## src/rtl/u_sequencer_pkg.sv

```systemverilog
// Shared definitions for the microcode sequencer: sequencing-header layout,
// next-address type encodings and the call/return condition selectors.
package pa_useq;

   typedef enum logic [1:0] {
      TYP_OFFSET   = 2'b00,
      TYP_BRANCH   = 2'b01,
      TYP_PREFETCH = 2'b10,
      TYP_DISPATCH = 2'b11
   } typ_e;

   localparam int TYP_LSB       = 0;
   localparam int TYP_W         = 2;
   localparam int OFF_LSB       = 2;
   localparam int OFF_W         = 7;
   localparam int COND_INV_BIT  = 9;
   localparam int COND_SRC_BIT  = 10;
   localparam int COND_SEL_LSB  = 11;
   localparam int COND_SEL_W    = 4;
   localparam int ESCAPE_BIT    = 15;
   localparam int HDR_W         = 16;

   localparam logic [COND_SEL_W-1:0] CALL_SEL = 4'd14;
   localparam logic [COND_SEL_W-1:0] RET_SEL  = 4'd15;

   // Low 16 bits of every control word, most significant field first.
   typedef struct packed {
      logic                  escape;
      logic [COND_SEL_W-1:0] cond_sel;
      logic                  cond_flag_src;
      logic                  cond_invert;
      logic [OFF_W-1:0]      off;
      typ_e                  typ;
   } seq_hdr_t;

endpackage

```

## src/rtl/u_sequencer_stack.sv

```systemverilog
// Return-address LIFO for the sequencer call/return extension.
// Overflowing pushes and underflowing pops are dropped and flag a sticky error.
module u_seq_stack #(
   parameter int DEPTH = 4,
   parameter int W     = 15
) (
   input  logic         clk_i,
   input  logic         rst_i,
   input  logic         push_i,
   input  logic         pop_i,
   input  logic [W-1:0] push_data_i,
   output logic [W-1:0] top_o,
   output logic         empty_o,
   output logic         err_o
);

   localparam int SP_W  = $clog2(DEPTH + 1);
   localparam int IDX_W = (DEPTH > 1) ? $clog2(DEPTH) : 1;

   logic [SP_W-1:0]  sp_q, sp_d;
   logic             err_q, err_d;
   logic             full;
   logic [W-1:0]     mem_q [DEPTH];
   logic [IDX_W-1:0] wr_idx, rd_idx;

   assign full    = (sp_q == SP_W'(DEPTH));
   assign empty_o = (sp_q == '0);
   assign wr_idx  = IDX_W'(sp_q);
   assign rd_idx  = IDX_W'(sp_q - SP_W'(1));
   assign top_o   = mem_q[rd_idx];
   assign err_o   = err_q;

   always_comb begin
      sp_d  = sp_q;
      err_d = err_q;
      if (push_i) begin
         if (full) err_d = 1'b1;
         else      sp_d  = sp_q + SP_W'(1);
      end else if (pop_i) begin
         if (empty_o) err_d = 1'b1;
         else         sp_d  = sp_q - SP_W'(1);
      end
   end

   always_ff @(posedge clk_i) begin
      if (rst_i) begin
         sp_q  <= '0;
         err_q <= 1'b0;
      end else begin
         sp_q  <= sp_d;
         err_q <= err_d;
      end
   end

   // Entries need no reset: they are only read below the stack pointer.
   always_ff @(posedge clk_i) begin
      if (push_i && !full) mem_q[wr_idx] <= push_data_i;
   end

endmodule

```

## src/rtl/u_sequencer.sv

```systemverilog
// Microcode sequencer: registers the micro-address and control word and forms the
// next address from the word header. Define U_SEQ_STACK_EN for call/return support.
module u_sequencer
   import pa_useq::*;
#(
   parameter  int CW_BYTES    = 14,
   parameter  int OPC_W       = 8,
   parameter  int CYC_W       = 6,
   parameter  int STACK_DEPTH = 4,
   parameter  int FETCH_ADDR  = 0,
   parameter  int IRQ_ADDR    = 'h7FC0,
   localparam int UADDR_W     = 1 + OPC_W + CYC_W,
   localparam int CW_W        = 8 * CW_BYTES
) (
   input  logic               clk_i,
   input  logic               rst_i,
   input  logic               stall_i,
   input  logic [OPC_W-1:0]   opcode_i,
   input  logic [15:0]        cond_cpu_i,
   input  logic [15:0]        cond_u_i,
   input  logic               irq_req_i,
   input  logic               irq_en_i,
   output logic [UADDR_W-1:0] uaddr_o,
   input  logic [CW_W-1:0]    rom_data_i,
   output logic [CW_W-1:0]    cw_out_o,
   output logic               cw_valid_o,
   output logic               irq_taken_o,
   output logic               stack_err_o
);

   localparam logic [UADDR_W-1:0] FETCH_UA = UADDR_W'(FETCH_ADDR);
   localparam logic [UADDR_W-1:0] IRQ_UA   = UADDR_W'(IRQ_ADDR);

   if (CW_BYTES < 2 || STACK_DEPTH < 1) begin : g_param_check
      $error("u_sequencer: CW_BYTES must be >= 2 and STACK_DEPTH >= 1");
   end

   logic [UADDR_W-1:0] uaddr_q, uaddr_d;
   logic [CW_W-1:0]    cw_q, cw_d;
   logic               cw_valid_q, cw_valid_d;
   logic               esc_q, esc_d;
   logic               irq_taken_q, irq_taken_d;

   seq_hdr_t           hdr;
   logic [15:0]        cond_vec;
   logic               cond_hit;
   logic               irq_hit;
   logic [UADDR_W-1:0] off_ext;
   logic [UADDR_W-1:0] seq_addr;
   logic [UADDR_W-1:0] rel_addr;
   logic [UADDR_W-1:0] dispatch_addr;

   assign hdr           = seq_hdr_t'(rom_data_i[HDR_W-1:0]);
   assign cond_vec      = hdr.cond_flag_src ? cond_u_i : cond_cpu_i;
   assign cond_hit      = cond_vec[hdr.cond_sel] ^ hdr.cond_invert;
   assign irq_hit       = irq_req_i && irq_en_i;
   assign off_ext       = {{(UADDR_W-OFF_W){hdr.off[OFF_W-1]}}, hdr.off};
   assign seq_addr      = uaddr_q + UADDR_W'(1);
   assign rel_addr      = seq_addr + off_ext;
   assign dispatch_addr = {esc_q, opcode_i, {CYC_W{1'b0}}};

`ifdef U_SEQ_STACK_EN
   logic               is_call, is_ret;
   logic               stack_empty;
   logic [UADDR_W-1:0] stack_top;

   assign is_call = (hdr.typ == TYP_BRANCH) && (hdr.cond_sel == CALL_SEL);
   assign is_ret  = (hdr.typ == TYP_BRANCH) && (hdr.cond_sel == RET_SEL);

   u_seq_stack #(
      .DEPTH (STACK_DEPTH),
      .W     (UADDR_W)
   ) u_stack (
      .clk_i       (clk_i),
      .rst_i       (rst_i),
      .push_i      (is_call && !stall_i),
      .pop_i       (is_ret && !stall_i),
      .push_data_i (seq_addr),
      .top_o       (stack_top),
      .empty_o     (stack_empty),
      .err_o       (stack_err_o)
   );
`else
   assign stack_err_o = 1'b0;
`endif

   always_comb begin
      uaddr_d     = uaddr_q;
      cw_d        = cw_q;
      cw_valid_d  = cw_valid_q;
      esc_d       = esc_q;
      irq_taken_d = 1'b0;
      if (!stall_i) begin
         cw_d       = rom_data_i;
         cw_valid_d = 1'b1;
         unique case (hdr.typ)
            TYP_OFFSET:   uaddr_d = rel_addr;
            TYP_BRANCH:   uaddr_d = cond_hit ? rel_addr : seq_addr;
            TYP_PREFETCH: uaddr_d = FETCH_UA;
            TYP_DISPATCH: begin
               // An intercepted dispatch keeps the escape page for the later re-dispatch.
               if (irq_hit) begin
                  uaddr_d     = IRQ_UA;
                  irq_taken_d = 1'b1;
               end else begin
                  uaddr_d = dispatch_addr;
                  esc_d   = 1'b0;
               end
            end
         endcase
`ifdef U_SEQ_STACK_EN
         if (is_call)     uaddr_d = rel_addr;
         else if (is_ret) uaddr_d = stack_empty ? FETCH_UA : stack_top;
`endif
         if (hdr.escape) esc_d = 1'b1;
      end
   end

   always_ff @(posedge clk_i) begin
      if (rst_i) begin
         uaddr_q     <= FETCH_UA;
         cw_q        <= '0;
         cw_valid_q  <= 1'b0;
         esc_q       <= 1'b0;
         irq_taken_q <= 1'b0;
      end else begin
         uaddr_q     <= uaddr_d;
         cw_q        <= cw_d;
         cw_valid_q  <= cw_valid_d;
         esc_q       <= esc_d;
         irq_taken_q <= irq_taken_d;
      end
   end

   assign uaddr_o     = uaddr_q;
   assign cw_out_o    = cw_q;
   assign cw_valid_o  = cw_valid_q;
   assign irq_taken_o = irq_taken_q;

endmodule

```

## config.mk

```make
export PLATFORM = sky130hd
export DESIGN_NAME = u_sequencer
export DESIGN_NICKNAME = d
export VERILOG_FILES = /design/src/rtl/u_sequencer_pkg.sv /design/src/rtl/u_sequencer_stack.sv /design/src/rtl/u_sequencer.sv
export SDC_FILE = /design/constraint.sdc
export NUM_CORES = 1
export LEC_CHECK = 0
export CAP_MARGIN = 10
export CORE_ASPECT_RATIO = 0.8
export CORE_UTILIZATION = 40
export DETAILED_ROUTE_END_ITERATION = 10
export GPL_TIMING_DRIVEN = 0
export PLACE_DENSITY = 0.78
export SYNTH_ARGS = -nofsm -noshare
export SYNTH_HDL_FRONTEND = slang
export SYNTH_SLANG_ARGS = --single-unit
```

## constraint.sdc

```tcl
create_clock -name clk_i -period 4.4 [get_ports clk_i]
set_clock_uncertainty 0.05 [all_clocks]
set_input_delay 0.66 -clock clk_i [delete_from_list [all_inputs] [get_ports clk_i]]
set_output_delay 0.66 -clock clk_i [all_outputs]
set_load 0.05 [all_outputs]
```

==> metrics, run 1 <==
run status completed; Layout Utilization 65.1%; total DRC errors in the routed layout 0; category of the worst setup path launch point register; Std-Cell Core Area approximately 0.015 sq mm; port buffer count about 280; Wirelength per Cell between 15 and 20 microns; Chip Height approximately 110 microns; floorplan die width 141 microns; Area growth syn-to-layout 58.8%; power per cell area 372 mW/mm^2; final setup fails 0; antenna violations before repair 0; highest ir drop seen on vdd roughly 0.26 mV; clock sink count between 100 and 150; shortest period the worst path allows 3.74 ns; Worst Hold End cw_out_o[15]$_SDFFE_PP0N_; Yosys reg bits 130; Die Footprint ~0.016 sq mm; CP Capture Type register; Root Driver clkbuf_16; data arrival time at the worst-slack endpoint between 4 and 5 ns; post-route antenna net violation count 0; ys async rst share 0%; highest clock rate 267 MHz; Cell Rows 40; Hold/Removal Path Class reg2reg; Cells after Synth 653; final clock period utilization by the worst path a little under nine tenths; first-pass iteration count of the detailed router 6; post-synthesis net count 827; starting utilization of the core area between 40% and 50%; number of maximum-capacitance violations 0; number of pins with negative max-slew slack in the final report 0; endpoint required time on the critical path 4.70 ns; CTS H-tree depth 4; global-route wire length before repair around 30000 microns; Post-Route Setup TNS 0 ns; highest fanout seen on the critical path 6; setup repair after global routing missed its margin false; HPWL reported at the end of detailed placement roughly 15000 microns; layout cell share with drive strength beyond 1 roughly 5.7%; Num CTS Buffers 17; Via Count around 6000; PostCTS Resize Cnt 0; buffer levels on the longest clock path 2; end of the worst register-to-register path uaddr_o[14]$_SDFFE_PP0N_; number of buffers inserted to repair setup after CTS 0; worst skew pair latency ~0.42 ns; sum of overflow across all layers after global routing 0; placed cell count around 1100; Net count, final between 1000 and 1500; Netlist Area Pre-Place 0.00615 sq mm; Total GRT Usage 24.9%; largest net degree at the start of global routing 17; critical path type reg2reg; worst hold slack approximately 0.43 ns; final std cells w/o fill between 1000 and 1500; hold-critical path depth 2; Slew headroom 43.4%; R2R cell count 12; hold buffer count at CTS 0; post-CTS clock slew at the launch and capture registers of the worst setup and hold paths 0.06 ns; number of top-level pins roughly 290; Worst-Margin Slew roughly 0.85 ns; final routed wirelength across all metal layers 19900 microns; static leakage approximately 4.0 nW; number of global-route vias before repair approximately 5600; count of synthesis-stage warnings from yosys 0; antenna fix cells 0; Syn Area/Cell roughly 9.4 sq um; final weighted congestion in routability-driven placement 0.882; proportion of synthesized chip area in sequential cells between 40 and 50%; total count of hold-check failures in the final report 0; TritonCTS clock tree done; register-to-register path setup slack 0.66 ns; predominant post-synthesis flop cell dfxtp_1; Detailed Route Iter0 Violations ~510; Worst Min Path Start cw_out_o[15]$_SDFFE_PP0N_; Post-synth EDFFs 0; Yosys cell types 61; r2r startpoint uaddr_o[0]$_SDFFE_PP0N_; mean number of vias per cell 5.15
placed cells by master, fill, tap and decap left out, types with 6 or more instances in the layout:
master           netlist  routed
mux2i_1              113     113
a31oi_1                6       6
o211ai_1               6       6
o21ai_0               11      11
and3_1                 6       6
clkbuf_16              0      17
nor3_1                 8       8
xnor2_1               11      11
inv_1                 15      15
ha_1                  16      16
nand2_1               22      22
clkbuf_1              23      23
clkdlybuf4s50_1        0     279
xor2_1                11      11
nor2_1               148     148
buf_1                  9       9
a21oi_1               12      12
dfxtp_1              130     130
mux4_2                 7       7
nand3_1                7       7
and2_1                 6       6
registers in the layout, indices dropped and copies added, names as in the netlist:
signal and count:
esc_q 1, irq_taken_o 1, cw_out_o 112, uaddr_o 15, cw_valid_o 1
power by group:
part | total [W] | switching [W] | internal [W]
registers | 0.00130 | 0.0000491 | 0.00125
logic | 0.000931 | 0.000534 | 0.000398
clock network | 0.00140 | 0.000537 | 0.000862
synth_stat cells, types with 3 or more instances:
| library cell | count | share of area, % |
|---|---|---|
| mux4_2 | 7 | 2.6 |
| mux2i_1 | 113 | 18 |
| or2_2 | 3 | 0.31 |
| o31ai_1 | 5 | 0.61 |
| or4_1 | 3 | 0.37 |
| a2111oi_0 | 5 | 0.71 |
| nor2_1 | 148 | 9.0 |
| xnor2_1 | 11 | 1.6 |
| buf_1 | 9 | 0.55 |
| nand2_1 | 22 | 1.3 |
| a21boi_0 | 3 | 0.37 |
| xor2_1 | 11 | 1.6 |
| nand4_1 | 5 | 0.51 |
| o211ai_1 | 6 | 0.73 |
| a21oi_1 | 12 | 0.98 |
| dfxtp_1 | 130 | 42 |
| nor3b_1 | 4 | 0.49 |
| and2_1 | 6 | 0.61 |
| ha_1 | 16 | 3.3 |
| a31oi_1 | 6 | 0.61 |
| buf_6 | 3 | 0.55 |
| nand3_1 | 7 | 0.57 |
| and3_1 | 6 | 0.61 |
| inv_1 | 15 | 0.92 |
| clkbuf_1 | 23 | 1.4 |
| a211oi_1 | 5 | 0.61 |
| o21ai_0 | 11 | 0.89 |
| o21a_1 | 3 | 0.37 |
| nor3_1 | 8 | 0.65 |
| nand2b_1 | 4 | 0.41 |
| nand3b_1 | 3 | 0.37 |
stage by stage:
step                      worst slack [ns]  total power [W]  area (sq um)
after detailed placement             0.647          0.00225          9180
after global placement               0.696          0.00224          9180
after floorplan                      0.873          0.00188          6150
after global routing                 0.450          0.00378          9770
final                                0.655          0.00363          9770
after CTS                            0.737          0.00366          9770
worst max path at each step:
| stage | start | slack [ns] | cells after the start | endpoint |
|---|---|---|---|---|
| floorplan | uaddr_o[2]$_SDFFE_PP0N_ | 0.87 | 11 | uaddr_o[14]$_SDFFE_PP0N_ |
| global placement | cond_cpu_i[11] | 0.70 | 8 | uaddr_o[8]$_SDFFE_PP0N_ |
| detailed placement | cond_cpu_i[11] | 0.65 | 8 | uaddr_o[8]$_SDFFE_PP0N_ |
| CTS | uaddr_o[0]$_SDFFE_PP0N_ | 0.74 | 12 | uaddr_o[14]$_SDFFE_PP0N_ |
| global route | uaddr_o[0]$_SDFFE_PP0N_ | 0.45 | 12 | uaddr_o[14]$_SDFFE_PP0N_ |
| finish | uaddr_o[0]$_SDFFE_PP0N_ | 0.66 | 12 | uaddr_o[14]$_SDFFE_PP0N_ |
metal layers:
layer / share of wire (%) / up-vias / global-route usage [%]
met4: 2.1 / 0 / 8.33
met2: 47 / 285 / 40.9
met3: 9.4 / 37 / 9.86
li1: - / 2889 / -
met1: 41 / 2718 / 29.7
met5: 0 / - / 0
layout make-up:
| cell class | count | area (sq um) |
|---|---|---|
| Buffer | 38 | 171 |
| Clock buffer | 19 | 453 |
| Clock inverter | 12 | 133 |
| Fill cell | 1252 | 5250 |
| Inverter | 15 | 56.3 |
| Multi-Input combinational cell | 470 | 3320 |
| Sequential cell | 130 | 2600 |
| Tap cell | 189 | 236 |
| Timing Repair Buffer | 279 | 2790 |
cell families (layout without fill, tap and decap cells):
family | Yosys count | count (layout) | share of synthesized area [%]
buffers and inverters | 53 | 363 | 3.70
other | 1 | 1 | 0.0610
and+or+nand+nor | 229 | 229 | 16.6
AOI/OAI and AO/OA | 80 | 80 | 9.48
xor gates and xnor gates | 22 | 22 | 3.13
adders and majority gates | 17 | 17 | 3.58
muxes | 121 | 121 | 21.1
DFF | 130 | 130 | 42.3
worst max-delay path: stages, from the launching register on:
cell	delay, ns
dfxtp_1	0.46
nand4_1	0.18
nor3_1	0.57
and3_1	0.26
xor2_1	0.22
ha_1	0.33
and2_1	0.18
o21ai_0	0.13
inv_1	0.10
o41a_1	0.37
or4_1	0.49
a31oi_1	0.17
o221a_1	0.19
No activity file was read; power rests on OpenSTA's default activity.
==> run 2, diff against run 1 <==
--- a/config.mk
+++ b/config.mk
@@ -5,7 +5,7 @@
 export SDC_FILE = /design/constraint.sdc
 export NUM_CORES = 1
 export LEC_CHECK = 0
-export CAP_MARGIN = 10
+export CAP_MARGIN = 40
 export CORE_ASPECT_RATIO = 0.8
 export CORE_UTILIZATION = 40
 export DETAILED_ROUTE_END_ITERATION = 10
==> constraint.sdc (replaced) <==
create_clock -name clk_i -period 4.4 [get_ports clk_i]
set_clock_uncertainty 0.05 [all_clocks]
set_input_delay 0.44 -clock clk_i [delete_from_list [all_inputs] [get_ports clk_i]]
set_output_delay 0.44 -clock clk_i [all_outputs]
set_load 0.05 [all_outputs]
==> results of run 2 <==
Same layout as run 1 (identical final DEF). Status: completed.
Among the figures that moved: setup slack after placement 0.647 ns -> 0.776 ns; hold slack 0.429 ns -> 0.268 ns; end point of the worst hold path cw_out_o[15]$_SDFFE_PP0N_ -> cw_out_o[11]$_SDFFE_PP0N_
